File: src/rtl/mcu_spi_target.sv
// Byte-level SPI mode-0 target: oversamples the MCU pins on clk, routes each
// frame's bytes to one of NTARGET consumers and returns their replies on MISO.
module mcu_spi_target #(
   parameter int NTARGET     = 4,
   parameter int SYNC_STAGES = 2
) (
   input  logic                   clk,
   input  logic                   reset,
   input  logic                   spi_ss_n,
   input  logic                   spi_sclk,
   input  logic                   spi_mosi,
   output logic                   spi_miso,
   output logic [NTARGET-1:0]     data_strobe,
   output logic                   data_start,
   output logic [7:0]             data_out,
   input  logic [8*NTARGET-1:0]   data_in
);

   localparam int TW = (NTARGET > 1) ? $clog2(NTARGET) : 1;

   typedef enum logic [1:0] {
      PH_ID   = 2'd0,
      PH_CMD  = 2'd1,
      PH_DATA = 2'd2
   } phase_t;

   logic [SYNC_STAGES-1:0] r_ss_sync;
   logic [SYNC_STAGES-1:0] r_sclk_sync;
   logic [SYNC_STAGES-1:0] r_mosi_sync;
   logic [SYNC_STAGES:0]   r_sync_vld;
   logic                   r_ss_prev;
   logic                   r_sclk_prev;
   logic                   r_active;
   logic [2:0]             r_bit_cnt;
   logic [6:0]             r_shift;
   phase_t                 r_phase;
   phase_t                 w_phase_nxt;
   logic                   r_tgt_vld;
   logic [TW-1:0]          r_tgt;
   logic [NTARGET-1:0]     r_strobe;
   logic                   r_start;
   logic [7:0]             r_data;
   logic                   r_load;
   logic [7:0]             r_miso_sr;

   logic       w_ss;
   logic       w_sclk;
   logic       w_mosi;
   logic       w_ss_fall;
   logic       w_sclk_rise;
   logic       w_sclk_fall;
   logic       w_live;
   logic       w_bit_rx;
   logic       w_byte_done;
   logic [7:0] w_byte;
   logic       w_id_ok;

   assign w_ss   = r_ss_sync[SYNC_STAGES-1];
   assign w_sclk = r_sclk_sync[SYNC_STAGES-1];
   assign w_mosi = r_mosi_sync[SYNC_STAGES-1];

   // A falling edge only counts once the chain holds real samples, so a chip
   // select already low when reset releases does not open a frame.
   assign w_ss_fall   = r_sync_vld[SYNC_STAGES] & r_ss_prev & ~w_ss;
   assign w_sclk_rise = w_sclk & ~r_sclk_prev;
   assign w_sclk_fall = ~w_sclk & r_sclk_prev;
   assign w_live      = r_active & ~w_ss;
   assign w_bit_rx    = w_live & w_sclk_rise;
   assign w_byte_done = w_bit_rx & (r_bit_cnt == 3'd7);
   assign w_byte      = {r_shift, w_mosi};
   assign w_id_ok     = (w_byte != 8'd0) && (w_byte <= 8'(NTARGET));

   always_ff @(posedge clk or posedge reset) begin
      if (reset) r_phase <= PH_ID;
      else       r_phase <= w_phase_nxt;
   end

   always_comb begin
      w_phase_nxt = r_phase;
      if (w_ss || w_ss_fall) begin
         w_phase_nxt = PH_ID;
      end else if (w_byte_done) begin
         case (r_phase)
            PH_ID:   w_phase_nxt = PH_CMD;
            default: w_phase_nxt = PH_DATA;
         endcase
      end
   end

   always_ff @(posedge clk or posedge reset) begin
      if (reset) begin
         r_ss_sync   <= '1;
         r_sclk_sync <= '0;
         r_mosi_sync <= '0;
         r_sync_vld  <= '0;
         r_ss_prev   <= 1'b1;
         r_sclk_prev <= 1'b0;
         r_active    <= 1'b0;
         r_bit_cnt   <= 3'd0;
         r_shift     <= 7'd0;
         r_tgt_vld   <= 1'b0;
         r_tgt       <= '0;
         r_strobe    <= '0;
         r_start     <= 1'b0;
         r_data      <= 8'd0;
         r_load      <= 1'b0;
         r_miso_sr   <= 8'd0;
      end else begin
         r_ss_sync   <= {r_ss_sync[SYNC_STAGES-2:0], spi_ss_n};
         r_sclk_sync <= {r_sclk_sync[SYNC_STAGES-2:0], spi_sclk};
         r_mosi_sync <= {r_mosi_sync[SYNC_STAGES-2:0], spi_mosi};
         r_sync_vld  <= {r_sync_vld[SYNC_STAGES-1:0], 1'b1};
         r_ss_prev   <= w_ss;
         r_sclk_prev <= w_sclk;
         r_strobe    <= '0;
         r_start     <= 1'b0;
         r_load      <= |r_strobe;

         if (w_ss)           r_active <= 1'b0;
         else if (w_ss_fall) r_active <= 1'b1;

         // ss_n high has priority over a coincident 8th SCLK rise.
         if (w_ss || w_ss_fall) begin
            r_bit_cnt <= 3'd0;
            r_tgt_vld <= 1'b0;
         end else if (w_bit_rx) begin
            r_shift   <= w_byte[6:0];
            r_bit_cnt <= r_bit_cnt + 3'd1;
            if (w_byte_done) begin
               if (r_phase == PH_ID) begin
                  r_tgt_vld <= w_id_ok;
                  r_tgt     <= TW'(w_byte - 8'd1);
               end else if (r_tgt_vld) begin
                  r_strobe[r_tgt] <= 1'b1;
                  r_start         <= (r_phase == PH_CMD);
                  r_data          <= w_byte;
               end
            end
         end

         // The SCLK fall that ends a byte (counter back at 0) must not shift,
         // otherwise the freshly loaded reply would lose its MSB.
         if (w_ss || w_ss_fall)
            r_miso_sr <= 8'd0;
         else if (r_load && r_tgt_vld)
            r_miso_sr <= data_in[{r_tgt, 3'b000} +: 8];
         else if (w_live && w_sclk_fall && (r_bit_cnt != 3'd0))
            r_miso_sr <= {r_miso_sr[6:0], 1'b0};
      end
   end

   assign spi_miso    = w_live & r_miso_sr[7];
   assign data_strobe = r_strobe;
   assign data_start  = r_start;
   assign data_out    = r_data;

endmodule

File: config.mk
export PLATFORM = sky130hd
export DESIGN_NAME = mcu_spi_target
export DESIGN_NICKNAME = d
export VERILOG_FILES = /design/src/rtl/mcu_spi_target.sv
export SDC_FILE = /design/constraint.sdc
export NUM_CORES = 1
export LEC_CHECK = 0
export CAP_MARGIN = 30
export CORE_ASPECT_RATIO = 0.6
export CORE_MARGIN = 8
export CORE_UTILIZATION = 45
export DETAILED_ROUTE_END_ITERATION = 10
export PLACE_DENSITY = 0.87
export SLEW_MARGIN = 20
export SYNTH_ARGS = -nofsm -noshare
export SYNTH_HDL_FRONTEND = slang
export SYNTH_SLANG_ARGS = --single-unit
export TNS_END_PERCENT = 20
File: constraint.sdc
create_clock -name clk -period 1.9 [get_ports clk]
set_input_delay 0.19 -clock clk [delete_from_list [all_inputs] [get_ports clk]]
set_output_delay 0.19 -clock clk [all_outputs]
set_load 0.01 [all_outputs]
==> qor.txt, run 1 <==
Post-layout util: 63.86%
Cts hold-fix bufs: 0
Fillers: 354
Total GRT Usage: 14.58%
Sequential-to-total area share from yosys stat: 55.76%
Most common flop cell mapped by yosys: dfrtp_1
Vias/cell: 5.523
DP Wirelength: 4046 µm
# rows: 19
Die height: 70.23 µm
Critical R2R Capture: data_out[3]$_DFFE_PP0P_
Share of the synthesized area in the top cell type: 52.18%
H-tree levels: 2
Max Clk Rate: 534.4 MHz
Vias post-DR: 1585
Area delta synth->final: 34.20%
Commonest non-fill, non-tap cell in the layout: clkdlybuf4s50_1
Worst Path Max Fanout: 9
Worst EP required: 2.11 ns
Post-synth ARST share: 100.0%
Final setup viols: 0
Critical Path, Cell by Cell: buf_6, nand3b_1, or4_4, mux2_4
I/O pin count: 51
FF+latch area: 1231 µm²
Diode count: 0
Leak: 0.001335 µW
Syn_nets: 203
Root buf cell: clkbuf_8
Synth Instances: 162
R2R depth: 4
Yosys reg bits: 49
Synth area leaders: dfrtp_1 (52%), mux4_2 (8.2%), mux2_4 (4.8%)
Slew @ Worst Pin: 0.5991 ns
DRC violation count after routing: 0
I/O Buffers: 50
GPL Wtd Cong: 0.8989
Clk Latency, worst-skew pair: 0.32 ns
Rel. slew slack: 60.06%
Number of nets still failing antenna checks after routing: 0
Final Skew: 0.01166 ns
Slowest library cell on the worst path: or4_4
Yosys warns: 0
Post-Place Setup Slack: -0.01340 ns
RSZ-0062 raised after global routing: true
Pre-antenna DRT Iters: 4
Global-route wire length before repair: 8597 µm
Initial DRC Count: 86
WL per Instance: 18.31 µm
Final Hold Vio Count: 0
Pwr Density: 670.6 nW/µm²
Crit end category: flip-flop
Synth area leader: dfrtp_1
Share of layout cells above drive strength 1: 23.21%
Pin count of the biggest net entering global routing: 50
Initial antenna violation count: 0
Layout net count: 264
Post-synth cell types: 39
Initial core utilization: 47.58%
Maximum vdd drop: 0.5856 mV
CTS tree: yes
Post-route clock period utilization: 98.48%
Worst-path clk slew: 0.10 ns
Total of max-cap violations: 0
CP max stage delay: 0.66 ns
Tmin final: 1.871 ns
Total CTS buffers: 5
Startpoint types: flip-flop
Area of the multi-input gates: 917.1 µm²
Run status: complete, no violations
Final slew viol count: 0
Most frequent cells in the layout: clkdlybuf4s50_1 (49), dfrtp_1 (45), buf_4 (10)
Hold Crit Class: in -> async
Critical path arrival: 2.08 ns
R2R setup slack: 0.03 ns
Critical path class: reg -> reg
Die Wd: 106.4 µm
Core ar.: 4636 µm²
WL final: 5254 µm
Syn avg cell area: 13.62 µm²
Worst Slack Setup Final: 0.02891 ns
Reg2reg start: r_ss_sync[1]$_DFF_PP1_
Synth Cell Area: 2206 µm²
Clk buf depth: 2
Die area: 7471 µm²
Gr ovfl total: 0
Vias in the first global route: 1655
Post-synth EDFFs: 0
Sink Count: 49
## layer usage
| layer | track usage [%] | share of wire, % | up-vias |
|---|---|---|---|
| met1 | 20.13 | 46 | 788 |
| met2 | 20.23 | 44 | 63 |
| li1 | - | - | 727 |
| met5 | 0 | 0 | - |
| met4 | 3.721 | 1.1 | 0 |
| met3 | 6.319 | 9.3 | 7 |
## what timing repair did
action | in CTS | in global routing
resized for setup | 2 | 3
pin swaps | 1 | 0
setup buffers | 0 | 1
setup endpoints to repair | 8 | 2
cloned | 0 | 0
## through the flow
stage	total power, µW	hold WS (ns)	instances	cell area, µm²	setup TNS [ns]
after floorplan	1215	0.1945	162	2206	0
after global placement	1328	0.3312	278	2840	0
after detailed placement	1336	0.3410	278	2840	-0.07640
after CTS	1993	0.2206	286	2945	0
after global routing	2066	0.2234	287	2960	-0.08869
final	1985	0.2073	287	2960	0
## layout make-up
class / instances / share of cell area (%)
repair buffers: 62 / 20.58
well taps: 63 / 2.663
clock buffers: 5 / 2.325
multi-input cells: 98 / 30.98
clock inverters: 3 / 0.9721
flip-flops and latches: 49 / 41.59
inverters: 7 / 0.8876
## flip-flops by register name, summed over array words and instances, names as in the netlist, 2 cells and up
| signal | flops |
|---|---|
| data_out | 8 |
| data_strobe | 4 |
| r_bit_cnt | 3 |
| r_miso_sr | 8 |
| r_mosi_sync | 2 |
| r_phase | 2 |
| r_sclk_sync | 2 |
| r_shift | 7 |
| r_ss_sync | 2 |
| r_sync_vld | 3 |
| r_tgt | 2 |
## cell usage after synthesis (3+ instances only)
master     number
and3_1          3
dfstp_2         3
and2_1          3
nand3b_1        3
nor3_1          3
o31ai_1         7
nor2b_1         3
dfrtp_1        46
mux2_4          7
mux4_2          8
nand3_1         9
clkbuf_1        4
a2bb2oi_1       7
a21oi_1         4
o21ai_0         3
inv_1           7
ha_1            4
mux2_2          9
nor2_1          3
## cell families after synthesis
group	Yosys count	share of synthesized area, %
flops	49	55.76
simple gates	38	10.44
compound gates	28	9.529
mux	26	18.43
buf+inv	15	3.006
fa+ha+maj	4	2.269
other cells	1	0.1700
xor+xnor	1	0.3971
## report_power, final
| group | internal [µW] | switching (µW) | total [µW] |
|---|---|---|---|
| clock | 276 | 391 | 666 |
| sequential | 1080 | 31.1 | 1110 |
| combinational | 130 | 77.3 | 208 |
| total | 1490 | 499 | 1990 |
## worst max-delay path: cells and delay by family (launching register included)
kind                   cells  cell delay (ns)
flip-flops                 1             0.44
AND/OR/NAND/NOR            2             0.85
buffers and inverters      1             0.13
multiplexers               1             0.34
## worst max path at each step
stage                                   from                      end  slack, ns  cells after the start
finish                r_ss_sync[1]$_DFF_PP1_  data_out[3]$_DFFE_PP0P_       0.03                      4
global route        r_bit_cnt[1]$_DFFE_PP0P_  data_out[7]$_DFFE_PP0P_      -0.04                      7
CTS                   r_ss_sync[1]$_DFF_PP1_                 spi_miso      0.008                      3
detailed placement  r_bit_cnt[1]$_DFFE_PP0P_  data_out[3]$_DFFE_PP0P_      -0.01                      5
global placement    r_bit_cnt[1]$_DFFE_PP0P_  data_out[2]$_DFFE_PP0P_       0.04                      5
floorplan           r_bit_cnt[0]$_DFFE_PP0P_  data_out[0]$_DFFE_PP0P_       0.06                      6
Power figures use the tool's default switching activity.
==> inputs of run 2 (changes only) <==
- GPL_TIMING_DRIVEN: unset -> 0
==> run 2 against run 1 <==
The run now ends with negative setup slack left. Global-route usage fell by 0.30 points. Clock-buffer cell count did not move. Hold slack got worse by 0.021 ns. First-iteration DRC count fell by 12%. Sequential power barely moved. Clock power rose by 35%. Die area did not move. Utilization rose by 0.46 points. Non-clock buffer count fell by 2. Power rose by 11%. Sequential cell count did not move. Largest power group unchanged. Worst setup slack got worse by 0.042 ns.
==> qor.txt, run 2 (same netlist as run 1, synthesis figures left out) <==
Net Sw Frac: 21.57%
Total CTS buffers: 5
Pin count of the biggest net entering global routing: 31
DRC violation count after routing: 0
# rows: 19
Combinational power share: 9.1%
Setup TNS: -0.03971 ns
DP Wirelength: 3942 µm
Post-layout util: 64.32%
Clk buf depth: 2
Maximum vdd drop: 0.5278 mV
Most frequent cells in the layout: clkdlybuf4s50_1 (49), dfrtp_1 (46), nand3_1 (9), mux2_2 (9), mux4_2 (8)
Pwr Density: 740.6 nW/µm²
Area delta synth->final: 35.17%
Initial antenna violation count: 0
Final slew viol count: 0
Total power after layout: 2208 µW
Die height: 70.23 µm
Post-route clock period utilization: 100.7%
Vias in the first global route: 1591
Share of layout cells above drive strength 1: 21.62%
Critical path arrival: 2.12 ns
Critical Path, Cell by Cell: ha_2, ha_4, nand3b_1, or4_4, mux2_4
Clk Latency, worst-skew pair: 0.31 ns
WL per Instance: 18.62 µm
H-tree levels: 2
Critical path class: reg -> reg
Die Wd: 106.4 µm
I/O pin count: 51
I/O Buffers: 50
Global-route wire length before repair: 8252 µm
Tmin final: 1.913 ns
Startpoint types: flip-flop
CTS tree: yes
Max Clk Rate: 522.7 MHz
Core ar.: 4636 µm²
Worst Path Max Fanout: 9
Vias/cell: 5.470
Total GRT Usage: 14.29%
Initial core utilization: 47.58%
Die area: 7471 µm²
Run status: finished with violations
R2R setup slack: -0.01 ns
Initial DRC Count: 76
Final Hold Vio Count: 0
Worst EP required: 2.10 ns
Violated checks: negative setup slack
Sink Count: 49
Hold Crit Class: in -> async
Commonest non-fill, non-tap cell in the layout: clkdlybuf4s50_1
Total of max-cap violations: 0
Share of total power in the clock network: 40.6%
Final Skew: 0.002613 ns
Number of nets still failing antenna checks after routing: 0
Diode count: 0
Worst Slack Setup Final: -0.01319 ns
Layout net count: 262
Crit end category: flip-flop
Switching power: 476.2 µW
Crit path max-delay family: simple AND/OR/NAND/NOR gates
GPL Wtd Cong: 0.8660
Pint: 1732 µW
Rel. slew slack: 57.08%
Fillers: 342
CP max stage delay: 0.58 ns
Slew @ Worst Pin: 0.6438 ns
Leak: 0.001325 µW
Gr ovfl total: 0
Slowest library cell on the worst path: or4_4
Pre-antenna DRT Iters: 4
CP Buf/Inv Count: 0
Vias post-DR: 1559
Sequential Power Share: 50.3%
WL final: 5308 µm
Worst-path clk slew: 0.09 ns
Root buf cell: clkbuf_8
Final setup viols: 6
RSZ-0062 raised after global routing: true
==> run 2: cell count changes in the layout (fill, tap and decap cells not counted), moves of 2 or more <==
cell	before	now
ha_1	4	2
buf_4	10	2
clkbuf_1	0	4
bufinv_16	0	2
buf_2	0	2
==> run 2: routing by layer <==
metal | GRT usage (%) | wire [µm] | up-vias
li1 | - | - | 724
met1 | 18.66 | 2405 | 779
met2 | 21.20 | 2474 | 51
met3 | 5.769 | 379 | 5
met4 | 4.186 | 49 | 0
met5 | 0 | 0 | -
==> run 2: metrics by stage <==
stage               hold WS, ns  instance area [µm²]  setup WS [ns]  instances
finish                   0.1858                 2982       -0.01319        285
detailed placement       0.3347                 2805        -0.1013        276
global route             0.1974                 2982       -0.05983        285
CTS                      0.1902                 2954       -0.01425        285
global placement         0.3318                 2785        -0.3364        275
floorplan                0.1945                 2206        0.06346        162
==> run 2: area by class of cell <==
type                       count  area, µm²  area share, %
clock buffer                   5      68.82          2.308
inverter                       7      26.28         0.8812
timing repair buffer          53      538.0          18.04
sequential                    49       1230          41.25
buffer                         7      28.78         0.9652
multi-input combinational     98      942.2          31.60
clock inverter                 3      68.82          2.308
tap                           63      78.83          2.644
==> run 2: repair_timing <==
action,in CTS,in global routing
gates resized for setup,2,6
pin swaps,1,0
hold buffers,0,0
setup endpoints to repair,9,17
buffers inserted,2,0
==> run 2: power by group through the flow <==
stage                     sequential (µW)  clock (µW)  combinational, µW
final                                1110         896                202
after global routing                 1120         959                220
after CTS                            1110         909                203
after detailed placement             1130           0                198
after global placement               1130           0                186
after floorplan                      1120           0               95.5
==> run 2: final timing paths <==
check | start | endpoint | cells after the start
setup / recovery | r_bit_cnt[0]$_DFFE_PP0P_ | data_out[2]$_DFFE_PP0P_ | 5
hold / removal | reset | data_strobe[2]$_DFF_PP0_ | 2
setup reg to reg | r_bit_cnt[0]$_DFFE_PP0P_ | data_out[2]$_DFFE_PP0P_ | 5
hold reg to reg | r_sclk_sync[0]$_DFF_PP0_ | r_sclk_sync[1]$_DFF_PP0_ | 0
max in group asynchronous | reset | r_ss_prev$_DFF_PP1_ | 3
min in group clk | spi_ss_n | r_ss_sync[0]$_DFF_PP1_ | 1
==> inputs of run 3 (changes only) <==
- GPL_TIMING_DRIVEN: 0 -> unset
- REMOVE_ABC_BUFFERS: unset -> 1
==> run 3 against run 2 <==
The flow now finishes without violations. Worst setup slack improved by 0.053 ns. Hold slack got worse by 0.042 ns. Via count did not move. Routed wire length rose by 0.60%. Cell count did not move. Non-clock buffer count did not move. Register-to-register slack improved by 0.05 ns. Maximum frequency rose by 2.8%. Critical path depth did not move. Largest cell class unchanged.
==> qor.txt, run 3 (same netlist as run 1, synthesis figures left out) <==
Run status: complete, no violations
Die area: 7471 µm²
Pre-antenna DRT Iters: 4
Initial core utilization: 47.58%
Number of nets still failing antenna checks after routing: 0
# rows: 19
Worst EP required: 2.10 ns
Critical path class: reg -> reg
Slowest library cell on the worst path: or4_4
Hold Crit Class: in -> async
I/O Buffers: 50
Critical path arrival: 2.06 ns
Vias in the first global route: 1679
Share of layout cells above drive strength 1: 23.87%
Startpoint types: flip-flop
Die height: 70.23 µm
Worst Path Max Fanout: 9
Rel. slew slack: 57.48%
Worst-path clk slew: 0.09 ns
Critical R2R Capture: data_out[0]$_DFFE_PP0P_
Pint: 1512 µW
Commonest non-fill, non-tap cell in the layout: clkdlybuf4s50_1
Leak: 0.001314 µW
Net Sw Frac: 23.75%
Final slew viol count: 0
Area delta synth->final: 34.49%
Maximum vdd drop: 0.4073 mV
Cts hold-fix bufs: 0
GPL Wtd Cong: 0.8615
WL final: 5340 µm
Slew @ Worst Pin: 0.6378 ns
Clk Latency, worst-skew pair: 0.31 ns
WL per Instance: 18.74 µm
R2R depth: 5
Root buf cell: clkbuf_8
Share of total power in the clock network: 33.5%
Combinational power share: 10.5%
Max Clk Rate: 537.5 MHz
Final Skew: 0.007148 ns
Vias/cell: 5.470
Core ar.: 4636 µm²
DRC violation count after routing: 0
Vias post-DR: 1559
Crit end category: flip-flop
Final instance area: 2967 µm²
Total of max-cap violations: 0
Die Wd: 106.4 µm
Switching power: 470.8 µW
Setup TNS: 0 ns
Initial DRC Count: 78
CTS tree: yes
Final setup viols: 0
Pin count of the biggest net entering global routing: 37
Gr ovfl total: 0
Most frequent cells in the layout: clkdlybuf4s50_1 (50), dfrtp_1 (45), nand3_1 (9), mux2_2 (9), buf_4 (9)
Clk buf depth: 2
Placed cell area: 2825 µm²
RSZ-0062 raised after global routing: true
R2R setup slack: 0.04 ns
CP max stage delay: 0.56 ns
Total GRT Usage: 14.89%
DP Wirelength: 4048 µm
Total CTS buffers: 5
Sink Count: 49
Final Hold Vio Count: 0
Critical Path, Cell by Cell: ha_1, ha_2, nand3b_1, or4_4, mux2_4
Global-route wire length before repair: 8694 µm
I/O pin count: 51
H-tree levels: 2
Initial antenna violation count: 0
Diode count: 0
Reg2reg start: r_bit_cnt[1]$_DFFE_PP0P_
Layout net count: 262
Post-route clock period utilization: 97.92%
Sequential Power Share: 56.0%
Pwr Density: 668.2 nW/µm²
Tmin final: 1.861 ns
[run 3: what timing repair did]
item	4_1_cts	5_1_grt
resized for setup	3	4
setup buffers	0	1
pin swaps	1	0
setup endpoints to repair	9	4
[run 3: through the flow]
step	setup slack [ns]	std cells	hold slack (ns)	util [%]	power, µW
detailed placement	-0.03665	276	0.3416	60.94	1333
floorplan	0.09317	154	0.1945	-	1214
CTS	0.01836	284	0.1439	63.40	1996
global placement	0.04095	276	0.3323	60.94	1324
finish	0.03949	285	0.1435	63.99	1982
global route	-0.004832	285	0.1768	63.99	2062
[run 3: power groups by stage]
stage	sequential [µW]	clock [µW]	combinational, µW
6_report	1110	664	208
5_1_grt	1120	718	229
4_1_cts	1110	680	206
3_5_place_dp	1130	0	203
3_3_place_gp	1130	0	196
2_1_floorplan	1120	0	94.1
[run 3: how the worst max path moves through the flow]
stage                             start                 endpoint  slack (ns)  cells after the start
6_report       r_bit_cnt[1]$_DFFE_PP0P_  data_out[0]$_DFFE_PP0P_        0.04                      5
4_1_cts          r_ss_sync[1]$_DFF_PP1_                 spi_miso        0.02                      3
3_3_place_gp   r_bit_cnt[1]$_DFFE_PP0P_  data_out[2]$_DFFE_PP0P_        0.04                      5
2_1_floorplan  r_bit_cnt[0]$_DFFE_PP0P_  data_out[0]$_DFFE_PP0P_        0.09                      5
3_5_place_dp   r_bit_cnt[1]$_DFFE_PP0P_  data_out[6]$_DFFE_PP0P_       -0.04                      5
5_1_grt        r_bit_cnt[1]$_DFFE_PP0P_  data_out[6]$_DFFE_PP0P_      -0.005                      5
[run 3: layout make-up]
class / instances / area (µm²)
clock buffers: 6 / 82.58
well taps: 63 / 78.83
fillers: 354 / 1669
repair buffers: 60 / 588.1
inverters: 7 / 26.28
flip-flops and latches: 49 / 1231
multi-input cells: 98 / 942.2
clock inverters: 2 / 17.52
[run 3: worst max-delay path, delay by kind of cell, from the launching register on]
kind                     cells  cell delay, ns
multiplexers                 1            0.33
AND/OR/NAND/NOR              2            0.70
flip-flops                   1            0.37
adder cells (fa/ha/maj)      2            0.35
[run 3: metal layers]
metal  global-route usage (%)  share of wire [%]  vias to the layer above  wire length, µm
met5                        0                  0                        -                0
met3                    4.121                7.9                        7              423
met4                    4.651                1.3                        0               68
met1                    19.94                 45                      760             2422
met2                    22.79                 45                       67             2425
li1                         -                  -                      725                -
